[src/rtl/sumador_restador_serial_if.sv]
// sumador_restador_serial_if: start/operand inputs and status/result outputs of the serial adder-subtractor
interface sumador_restador_serial_if #(
    parameter int ANCHO = 4
);
    logic             inicio;
    logic             op;
    logic             acum;
    logic [ANCHO-1:0] a_in;
    logic [ANCHO-1:0] b_in;
    logic             ocupado;
    logic             listo;
    logic [ANCHO:0]   resultado;
    logic             desborde;
    modport master (
        output inicio, op, acum, a_in, b_in,
        input  ocupado, listo, resultado, desborde
    );
    modport slave (
        input  inicio, op, acum, a_in, b_in,
        output ocupado, listo, resultado, desborde
    );
endinterface

[src/rtl/sumador_restador_serial.sv]
// sumador_restador_serial: bit-serial add/subtract, LSB first, one bit per clock, with carry/borrow and signed overflow
module sumador_restador_serial #(
    parameter int ANCHO = 4
) (
    input logic                      clk,
    input logic                      rst_n,
    sumador_restador_serial_if.slave bus
);
    localparam int CW = $clog2(ANCHO);
    typedef enum logic [1:0] {REPOSO, CALCULO, FIN} estado_t;
    estado_t          estado_q, estado_d;
    logic [CW-1:0]    cnt_q, cnt_d;
    logic [ANCHO-1:0] a_q, a_d, b_q, b_d;
    logic             op_q, op_d, carry_q, carry_d;
    logic [ANCHO:0]   res_q, res_d;
    logic             desb_q, desb_d;
    logic             bb, s, cout, ultimo;
    // a_q shifts right and collects the sum bits in its top, so after ANCHO steps it holds the sum
    always_comb begin
        estado_d = estado_q;
        cnt_d    = cnt_q;
        a_d      = a_q;
        b_d      = b_q;
        op_d     = op_q;
        carry_d  = carry_q;
        res_d    = res_q;
        desb_d   = desb_q;
        bb       = b_q[0] ^ op_q;
        s        = a_q[0] ^ bb ^ carry_q;
        cout     = (a_q[0] & bb) | (carry_q & (a_q[0] ^ bb));
        ultimo   = cnt_q == CW'(ANCHO - 1);
        unique case (estado_q)
            REPOSO: if (bus.inicio) begin
                estado_d = CALCULO;
                op_d     = bus.op;
                b_d      = bus.b_in;
                a_d      = bus.acum ? res_q[ANCHO-1:0] : bus.a_in;
                cnt_d    = '0;
                carry_d  = bus.op;
            end
            CALCULO: begin
                a_d     = {s, a_q[ANCHO-1:1]};
                b_d     = b_q >> 1;
                carry_d = cout;
                cnt_d   = cnt_q + 1'b1;
                if (ultimo) begin
                    estado_d = FIN;
                    res_d    = {op_q ? ~cout : cout, s, a_q[ANCHO-1:1]};
                    desb_d   = carry_q ^ cout;
                end
            end
            FIN:     estado_d = REPOSO;
            default: estado_d = REPOSO;
        endcase
    end
    always_ff @(posedge clk or negedge rst_n) begin
        if (!rst_n) begin
            estado_q <= REPOSO;
            cnt_q    <= '0;
            a_q      <= '0;
            b_q      <= '0;
            op_q     <= 1'b0;
            carry_q  <= 1'b0;
            res_q    <= '0;
            desb_q   <= 1'b0;
        end else begin
            estado_q <= estado_d;
            cnt_q    <= cnt_d;
            a_q      <= a_d;
            b_q      <= b_d;
            op_q     <= op_d;
            carry_q  <= carry_d;
            res_q    <= res_d;
            desb_q   <= desb_d;
        end
    end
    assign bus.ocupado   = estado_q != REPOSO;
    assign bus.listo     = estado_q == FIN;
    assign bus.resultado = res_q;
    assign bus.desborde  = desb_q;
endmodule

[src/flat_wrapper.sv]
// flat-port wrapper written by rule: the top's interface ports become plain ports
module sumador_restador_serial_flat 
#(
    parameter int ANCHO = 4
)
  (clk, rst_n, bus_inicio, bus_op, bus_acum, bus_a_in, bus_b_in, bus_ocupado, bus_listo, bus_resultado, bus_desborde);
  sumador_restador_serial_if #(.ANCHO(ANCHO)) bus_i ();
  input logic clk;
  input logic rst_n;
  input wire logic [$bits(bus_i.inicio)-1:0] bus_inicio;
  input wire logic [$bits(bus_i.op)-1:0] bus_op;
  input wire logic [$bits(bus_i.acum)-1:0] bus_acum;
  input wire logic [$bits(bus_i.a_in)-1:0] bus_a_in;
  input wire logic [$bits(bus_i.b_in)-1:0] bus_b_in;
  output wire logic [$bits(bus_i.ocupado)-1:0] bus_ocupado;
  output wire logic [$bits(bus_i.listo)-1:0] bus_listo;
  output wire logic [$bits(bus_i.resultado)-1:0] bus_resultado;
  output wire logic [$bits(bus_i.desborde)-1:0] bus_desborde;
  assign bus_i.inicio = bus_inicio;
  assign bus_i.op = bus_op;
  assign bus_i.acum = bus_acum;
  assign bus_i.a_in = bus_a_in;
  assign bus_i.b_in = bus_b_in;
  assign bus_ocupado = bus_i.ocupado;
  assign bus_listo = bus_i.listo;
  assign bus_resultado = bus_i.resultado;
  assign bus_desborde = bus_i.desborde;
  sumador_restador_serial #(.ANCHO(ANCHO)) u_core (.clk(clk), .rst_n(rst_n), .bus(bus_i));
endmodule
[config.mk]
export PLATFORM = sky130hd
export DESIGN_NAME = sumador_restador_serial_flat
export DESIGN_NICKNAME = d
export VERILOG_FILES = /design/src/rtl/sumador_restador_serial_if.sv /design/src/rtl/sumador_restador_serial.sv /design/src/flat_wrapper.sv
export SDC_FILE = /design/constraint.sdc
export NUM_CORES = 1
export LEC_CHECK = 0
export ABC_AREA = 1
export CORE_ASPECT_RATIO = 1.5
export CORE_MARGIN = 2
export CORE_UTILIZATION = 40
export DETAILED_ROUTE_END_ITERATION = 10
export PLACE_DENSITY = 0.68
export SLEW_MARGIN = 30
export SYNTH_ARGS = -nofsm -noshare
export SYNTH_HDL_FRONTEND = slang
export SYNTH_SLANG_ARGS = --single-unit
[constraint.sdc]
create_clock -name clk -period 1.5 [get_ports clk]
set_input_delay 0.3 -clock clk [delete_from_list [all_inputs] [get_ports clk]]
set_output_delay 0.3 -clock clk [all_outputs]
set_load 0.02 [all_outputs]
==> impl_metrics.json, run 1 <==
{
  "synth_cell_type_count": 18,
  "cp_max_fo": 3,
  "setup_slack_ns": 0.0778,
  "synth_nets": 141,
  "crit_path_start_kind": "register",
  "top_layer_used": "met4",
  "muxShareOfSynthArea": 0,
  "mostFrequentLayoutCell": "nand2_1",
  "hold_viol": 0,
  "multi_input_area_sq_um": 429,
  "power.leakage_nw": 0.694,
  "routed_via_density": 4.92,
  "synthAdderAreaFrac": 0.0330,
  "gp_congestion": 0.793,
  "grt_pass1_wl_um": 3680,
  "cellPowerDensity_nw_per_um2": 2040,
  "endpoint_kind": "primary output",
  "nets": 173,
  "swShare": 0.436,
  "initialDrtViolationCount": 28,
  "rows": 22,
  "yosysTopAreaCellShare": 0.507,
  "fin_crit_ns": 1.42,
  "worstMarginPinSlew_ns": 0.267,
  "post_drt_wl_per_cell_um": 12.0,
  "dieWidth_um": 44.6,
  "drc": 0,
  "syn_to_final_growth_pct": 29.5,
  "cts_sinks": 20,
  "skew_ns": 0.00271,
  "grt.total_usage": 0.168,
  "nFillCells": 244,
  "status": "complete, no violations",
  "yosys.area_share.simple": 0.350,
  "seq_area_frac_synth": 0.507,
  "vias": 885,
  "finalMaxSlewViolations": 0,
  "cts_made_buffers": 3,
  "ys_ff_latch": 20,
  "yosysTopAreaCell": "dfrtp_1",
  "place_ws_ns": 0.106,
  "synth_compound_area_frac": 0.0406,
  "cts_max_path_buffers": 2,
  "min_path_type": "in -> async",
  "cts_tree": "yes",
  "synth_top_family_by_area": "simple AND/OR/NAND/NOR gates",
  "start_util": 0.412,
  "syn-cell-area_sq_um": 987,
  "htreeDepth": 1,
  "portBuffers": 20,
  "synth_warnings": 0,
  "whs_ns": 0.328,
  "drive_above_1_share": 0.141,
  "finalPower_mw": 2.60,
  "grt_overflow": 0,
  "post-dp-hpwl_um": 1640,
  "cap_violations": 0,
  "p_int_mw": 1.47,
  "synth_xor_area_frac": 0.00887,
  "setup_viol": 0,
  "dieArea_sq_um": 2890,
  "clk_pin_slew_ns": 0.10,
  "final_cell_mix": "67 x nand2_1, 20 x dfrtp_1, 12 x clkdlybuf4s50_1",
  "synth_area_per_cell_sq_um": 7.83,
  "p_switching_mw": 1.14,
  "pwr-share-seq": 0.368,
  "grt_pass1_vias": 924,
  "slew_headroom": 0.822,
  "grt_start_max_net_pins": 21,
  "required_ns": 1.20,
  "fmax_ghz": 0.703,
  "timing.final.crit_share": 0.948,
  "ant_nets": 0,
  "crit_type": "reg -> out",
  "met2_length_um": 1110,
  "timing.setup.tns_ns": 0,
  "synth_area_leaders": "dfrtp_1 51%, nand2_1 25%, nand3_1 4.6%",
  "first_pass_iters": 4,
  "num_io_pins": 21,
  "antenna_found_initial": 0,
  "wl_um": 2160,
  "fp.dieH_um": 64.8,
  "clkPwrFrac": 0.096,
  "post-route-util": 0.534,
  "wl_met3_um": 122,
  "n_antenna_cell": 0,
  "crit_arrival_ns": 1.12,
  "wl_met1_um": 891,
  "vdd_drop_max_mv": 1.04,
  "pwr-share-comb": 0.536,
  "insertion_delay_ns": 0.30,
  "cts_root_buf": "clkbuf_4",
  "grt_setup_unrepaired": "false",
  "regArea_sq_um": 500,
  "coreArea_sq_um": 2390,
  "crit_slowest_cell": "dfrtp_1",
  "syn_inst": 126,
  "slowest_delay_ns": 0.41,
  "crit_chain": "nor2_1, clkdlybuf4s15_1"
}
[timing repair]
action | in CTS | in global routing
setup buffers | 0 | 2
endpoints found under the setup margin | 8 | 4
gates resized for setup | 8 | 4
hold buffers | 0 | 0
[per-stage QoR]
step	cells	cell area (sq um)
2_1_floorplan	126	987
6_report	180	1280
5_1_grt	180	1280
4_1_cts	178	1260
3_3_place_gp	175	1250
3_5_place_dp	175	1250
[cells in the mapped netlist]
| cell | number |
|---|---|
| buf_6 | 1 |
| nand3_1 | 9 |
| ha_1 | 1 |
| inv_1 | 9 |
| nand2_2 | 1 |
| o21ai_0 | 5 |
| xnor2_1 | 1 |
| buf_4 | 1 |
| nand2_4 | 1 |
| o21ai_2 | 1 |
| dfrtp_1 | 20 |
| inv_2 | 2 |
| o22ai_1 | 1 |
| nor2_1 | 2 |
| nor2_2 | 2 |
| nand2_1 | 67 |
| fa_1 | 1 |
| nor2_4 | 1 |
[layout make-up]
cell class	count	area share
sequential	20	0.391
inverter	11	0.0323
timing repair buffer	29	0.200
clock buffer	3	0.0176
tap	24	0.0235
multi-input combinational	93	0.336
[power groups by stage]
stage / Clock (mW) / Sequential, mW / Combinational (mW)
floorplan: 0 / 1.03 / 0.852
global placement: 0 / 0.963 / 1.39
detailed placement: 0 / 0.971 / 1.42
CTS: 0.259 / 0.959 / 1.37
global route: 0.280 / 0.986 / 1.60
finish: 0.250 / 0.957 / 1.40
[state kept, by name, summed over array words and instances, names as in the netlist]
register              flops
u_core.op_q               1
u_core.bus.resultado      5
u_core.estado_q           2
u_core.bus.desborde       1
u_core.carry_q            1
u_core.a_q                4
u_core.b_q                4
u_core.cnt_q              2
[layer usage]
layer,vias up,GRT usage
met5,-,0
met4,0,0.0682
met3,5,0.0195
met2,30,0.304
met1,400,0.189
li1,450,-
[cell families (layout without fill, tap and decap cells)]
group	Yosys count	in the layout
buffers and inverters	13	43
DFF	20	20
AOI/OAI and AO/OA	7	7
xor gates and xnor gates	1	1
and+or+nand+nor	83	83
adders and majority gates	2	2
[path summary, 6_finish.rpt]
| kind | cells after the start | from | slack (ns) | end |
|---|---|---|---|---|
| min in group clk | 2 | u_core.b_q[1]$_DFFE_PN0P_ | 0.49 | u_core.b_q[1]$_DFFE_PN0P_ |
| max reg2reg | 5 | u_core.op_q$_DFFE_PN0P_ | 0.10 | u_core.a_q[3]$_DFFE_PN0P_ |
| min reg2reg | 2 | u_core.b_q[1]$_DFFE_PN0P_ | 0.49 | u_core.b_q[1]$_DFFE_PN0P_ |
| max | 2 | u_core.estado_q[0]$_DFFE_PN0P_ | 0.08 | bus_listo |
| min | 2 | rst_n | 0.33 | u_core.b_q[0]$_DFFE_PN0P_ |
| max in group asynchronous | 2 | rst_n | 0.95 | u_core.cnt_q[0]$_DFFE_PN0P_ |
[critical path: cells and delay by family, from the launching register on]
kind | cells | cell delay [ns]
buffers and inverters | 1 | 0.31
DFF | 1 | 0.41
and+or+nand+nor | 1 | 0.11
Power figures use the tool's default switching activity.
==> inputs of run 2 (changes only) <==
- CORE_MARGIN: 2 -> 3
==> impl_metrics.json, run 2 (synthesized netlist as in run 1, its figures left out) <==
{
  "status": "complete, no violations",
  "p_switching_mw": 1.11,
  "cts_tree": "yes",
  "regArea_sq_um": 500,
  "post_drt_wl_per_cell_um": 11.5,
  "cts_max_path_buffers": 2,
  "crit_arrival_ns": 1.58,
  "portBuffers": 20,
  "fmax_ghz": 0.723,
  "gp_congestion": 0.792,
  "rows": 21,
  "endpoint_kind": "register",
  "mostFrequentLayoutCell": "nand2_1",
  "pwr-share-comb": 0.511,
  "hold_viol": 0,
  "wl_um": 2030,
  "post-route-util": 0.553,
  "timing.setup.tns_ns": 0,
  "grt_overflow": 0,
  "timing.rr.start": "u_core.op_q$_DFFE_PN0P_",
  "grt_start_max_net_pins": 21,
  "power.leakage_nw": 0.687,
  "cts_made_buffers": 3,
  "nets": 170,
  "setup_viol": 0,
  "nFillCells": 229,
  "largest_reg_flops": 5,
  "crit_path_start_kind": "register",
  "cap_violations": 0,
  "cts_hold_buf": 0,
  "n_antenna_cell": 0,
  "r2r-end": "u_core.a_q[3]$_DFFE_PN0P_",
  "finalPower_mw": 2.59,
  "cts_sinks": 20,
  "vias": 857,
  "swShare": 0.429,
  "whs_ns": 0.333,
  "fp.dieH_um": 66.8,
  "cp_max_fo": 3,
  "initialDrtViolationCount": 25,
  "timing.final.crit_share": 0.923,
  "htreeDepth": 1,
  "clk_pin_slew_ns": 0.11,
  "r2r_setup_slack_ns": 0.12,
  "pwr-share-seq": 0.370,
  "dieWidth_um": 46.6,
  "vdd_drop_max_mv": 1.00,
  "grt_pass1_vias": 888,
  "crit_family": "adder cells",
  "final_cell_mix": "67 x nand2_1, 20 x dfrtp_1, 12 x clkdlybuf4s50_1",
  "required_ns": 1.69,
  "dieArea_sq_um": 3110,
  "p_int_mw": 1.48,
  "insertion_delay_ns": 0.29,
  "antenna_found_initial": 0,
  "first_pass_iters": 4,
  "slew_headroom": 0.818,
  "fin_crit_ns": 1.38,
  "worstMarginPinSlew_ns": 0.273,
  "grt_setup_unrepaired": "false",
  "min_path_type": "in -> async",
  "coreArea_sq_um": 2290,
  "finalMaxSlewViolations": 0,
  "grt.total_usage": 0.158,
  "drc": 0,
  "ant_nets": 0,
  "cellPowerDensity_nw_per_um2": 2050,
  "routed_via_density": 4.84,
  "postCtsSetupBuffers": 0,
  "crit_type": "reg -> reg",
  "skew_ns": 0.00118,
  "drive_above_1_share": 0.136,
  "clkPwrFrac": 0.120,
  "multi_input_area_sq_um": 429,
  "r2r_cells": 5,
  "post-dp-hpwl_um": 1590,
  "grt_pass1_wl_um": 3620,
  "critPathBufInv": 1,
  "syn_to_final_growth_pct": 28.0,
  "num_io_pins": 21,
  "crit_chain": "xnor2_1, fa_2, inv_1, nand2_1, nand3_1",
  "start_util": 0.432,
  "slowest_delay_ns": 0.54,
  "crit_slowest_cell": "fa_2",
  "cts_root_buf": "clkbuf_4"
}
==> run 2: through the flow <==
stage	worst slack (ns)	cells	cell area [sq um]
2_1_floorplan	0.217	126	987
3_3_place_gp	0.0920	173	1240
3_5_place_dp	0.0855	173	1240
4_1_cts	0.00512	177	1270
5_1_grt	0.0288	177	1260
6_report	0.116	177	1260
==> run 2: power by group through the flow <==
stage | Clock [mW] | Combinational [mW] | Sequential, mW
5_1_grt | 0.340 | 1.54 | 0.987
2_1_floorplan | 0 | 0.852 | 1.03
3_3_place_gp | 0 | 1.38 | 0.965
4_1_cts | 0.319 | 1.35 | 0.958
3_5_place_dp | 0 | 1.40 | 0.972
6_report | 0.310 | 1.32 | 0.957
==> run 2: per-layer routing <==
layer,global-route usage,up-vias,routed length [um],share of wire
li1,-,441,-,-
met1,0.190,394,889,0.44
met2,0.274,20,1020,0.50
met3,0.0189,2,102,0.050
met4,0.0641,0,20,0.0098
met5,0,-,0,0
==> run 2: worst max path at each step <==
stage                     cells after the start                            from                                   to  slack (ns)
after floorplan                               6         u_core.op_q$_DFFE_PN0P_  u_core.bus.resultado[4]$_DFFE_PN0P_        0.22
after global placement                        5                      bus_inicio            u_core.a_q[3]$_DFFE_PN0P_        0.09
after detailed placement                      5                      bus_inicio            u_core.a_q[1]$_DFFE_PN0P_        0.09
after CTS                                     3  u_core.estado_q[1]$_DFFE_PN0P_                          bus_ocupado       0.005
after global routing                          3         u_core.op_q$_DFFE_PN0P_  u_core.bus.resultado[3]$_DFFE_PN0P_        0.03
final                                         5         u_core.op_q$_DFFE_PN0P_            u_core.a_q[3]$_DFFE_PN0P_        0.12
==> run 2: repair_timing <==
item                                    4_1_cts  5_1_grt
endpoints found under the setup margin        8        3
gates resized for setup                       9        4
hold endpoints to repair                      0        0
==> run 2: final cells by class <==
| class | instances | area share |
|---|---|---|
| clock buffers | 4 | 0.0287 |
| repair buffers | 26 | 0.180 |
| well taps | 23 | 0.0228 |
| multi-input cells | 93 | 0.340 |
| inverters | 11 | 0.0327 |
| flip-flops and latches | 20 | 0.396 |
==> run 2: worst register-to-register path: stages (launching register included) <==
cell and delay, ns:
dfrtp_1 0.43, xnor2_1 0.16, fa_2 0.54, inv_1 0.04, nand2_1 0.05, nand3_1 0.07
==> inputs of run 3 (changes only) <==
- GPL_TIMING_DRIVEN: not set -> 0
- SKIP_LAST_GASP: not set -> 1
==> impl_metrics.json, run 3 (synthesized netlist as in run 1, its figures left out) <==
{
  "vias": 839,
  "p_switching_mw": 1.13,
  "mostFrequentLayoutCell": "nand2_1",
  "crit_path_start_kind": "register",
  "cellPowerDensity_nw_per_um2": 2140,
  "whs_ns": 0.458,
  "drive_above_1_share": 0.125,
  "pwr-share-comb": 0.488,
  "r2r_cells": 5,
  "required_ns": 1.20,
  "clk_pin_slew_ns": 0.12,
  "regArea_sq_um": 500,
  "timing.final.crit_share": 0.981,
  "dieArea_sq_um": 3110,
  "worstMarginPinSlew_ns": 0.440,
  "p_int_mw": 1.58,
  "fin_area_sq_um": 1270,
  "pwr-share-seq": 0.351,
  "power.leakage_nw": 0.686,
  "grt_setup_unrepaired": "true",
  "coreArea_sq_um": 2290,
  "fin_crit_ns": 1.47,
  "portBuffers": 20,
  "crit_arrival_ns": 1.17,
  "cts_root_buf": "clkbuf_4",
  "endpoint_kind": "primary output",
  "initialDrtViolationCount": 14,
  "status": "complete, no violations",
  "num_io_pins": 21,
  "timing.setup.tns_ns": 0,
  "grt_start_max_net_pins": 21,
  "cts_made_buffers": 3,
  "setup_viol": 0,
  "n_antenna_cell": 0,
  "first_pass_iters": 4,
  "syn_to_final_growth_pct": 28.3,
  "drc": 0,
  "routed_via_density": 4.79,
  "min_path_type": "in -> async",
  "wl_um": 2060,
  "hold_viol": 0,
  "antenna_found_initial": 0,
  "post_drt_wl_per_cell_um": 11.8,
  "clkPwrFrac": 0.161,
  "grt_pass1_wl_um": 3640,
  "cts_sinks": 20,
  "rows": 21,
  "gp_congestion": 0.773,
  "largest_reg_flops": 5,
  "grt_overflow": 0,
  "nFillCells": 225,
  "insertion_delay_ns": 0.30,
  "fp.dieH_um": 66.8,
  "finalMaxSlewViolations": 0,
  "slew_headroom": 0.707,
  "vdd_drop_max_mv": 0.882,
  "cts_max_path_buffers": 2,
  "post-route-util": 0.554,
  "cts_tree": "yes",
  "ant_nets": 0,
  "htreeDepth": 1,
  "grt_pass1_vias": 856,
  "crit_type": "reg -> out",
  "final_cell_mix": "67 x nand2_1, 20 x dfrtp_1, 11 x clkdlybuf4s50_1",
  "fmax_ghz": 0.679,
  "swShare": 0.417,
  "nets": 168,
  "start_util": 0.432,
  "place_area_sq_um": 1220,
  "skew_ns": 0.00734,
  "dieWidth_um": 46.6,
  "post-dp-hpwl_um": 1560,
  "grt.total_usage": 0.159,
  "cp_max_fo": 8,
  "cap_violations": 0,
  "multi_input_area_sq_um": 429
}
run 3: changes by cell type in the layout (fill, tap and decap cells not counted), sizes merged:
cell | previous run | this run
dlygate4sd3 | 0 | 1
clkbuf | 6 | 4
clkdlybuf4s50 | 12 | 11
bufinv | 0 | 1
buf | 6 | 5
run 3: repair_timing:
action / in CTS / in global routing
pin swaps: 0 / 0
endpoints found under the setup margin: 8 / 3
hold buffers: 0 / 1
resized for setup: 11 / 3
endpoints found under the hold margin: 0 / 20
setup buffers: 1 / 0
run 3: critical path, cell delays in order, from the launching register on:
cell,delay (ns)
dfrtp_1,0.39
buf_6,0.14
inv_2,0.07
nand2_1,0.09
clkbuf_2,0.17
run 3: through the flow:
step                power (mW)  setup slack, ns  cells
finish                    2.71           0.0282    175
global route              2.98          -0.0484    175
CTS                       2.74           -0.120    174
detailed placement        2.35          -0.0515    169
global placement          2.31          -0.0531    169
floorplan                 1.88            0.217    126
run 3: cell type report:
class,instances,share of cell area
Buffer,2,0.0148
Clock buffer,3,0.0178
Clock inverter,1,0.0237
Inverter,11,0.0326
Multi-Input combinational cell,93,0.339
Sequential cell,20,0.395
Tap cell,23,0.0227
Timing Repair Buffer,22,0.154
run 3: path summary, 6_finish.rpt:
path                                            startpoint                                   to  slack, ns
min in group clk           u_core.bus.desborde$_DFFE_PN0P_      u_core.bus.desborde$_DFFE_PN0P_       0.50
max                         u_core.estado_q[0]$_DFFE_PN0P_                          bus_ocupado       0.03
max in group asynchronous                            rst_n  u_core.bus.resultado[3]$_DFFE_PN0P_       0.74
max reg2reg                        u_core.op_q$_DFFE_PN0P_            u_core.a_q[3]$_DFFE_PN0P_       0.11
min                                                  rst_n            u_core.a_q[0]$_DFFE_PN0P_       0.46
min reg2reg                u_core.bus.desborde$_DFFE_PN0P_      u_core.bus.desborde$_DFFE_PN0P_       0.50
run 3: metal layers:
metal  vias up  part of all wire  global-route usage  routed length, um
met1       378              0.44               0.204                911
met5         -                 0                   0                  0
li1        437                 -                   -                  -
met2        20              0.50               0.262               1030
met4         0             0.016              0.0641                 34
met3         4             0.042              0.0162                 87
run 3: power groups by stage:
stage / Sequential (mW) / Clock (mW) / Combinational (mW)
final: 0.953 / 0.438 / 1.32
after CTS: 0.955 / 0.445 / 1.34
after detailed placement: 0.974 / 0 / 1.37
after floorplan: 1.03 / 0 / 0.852
after global routing: 0.986 / 0.475 / 1.52
after global placement: 0.961 / 0 / 1.35
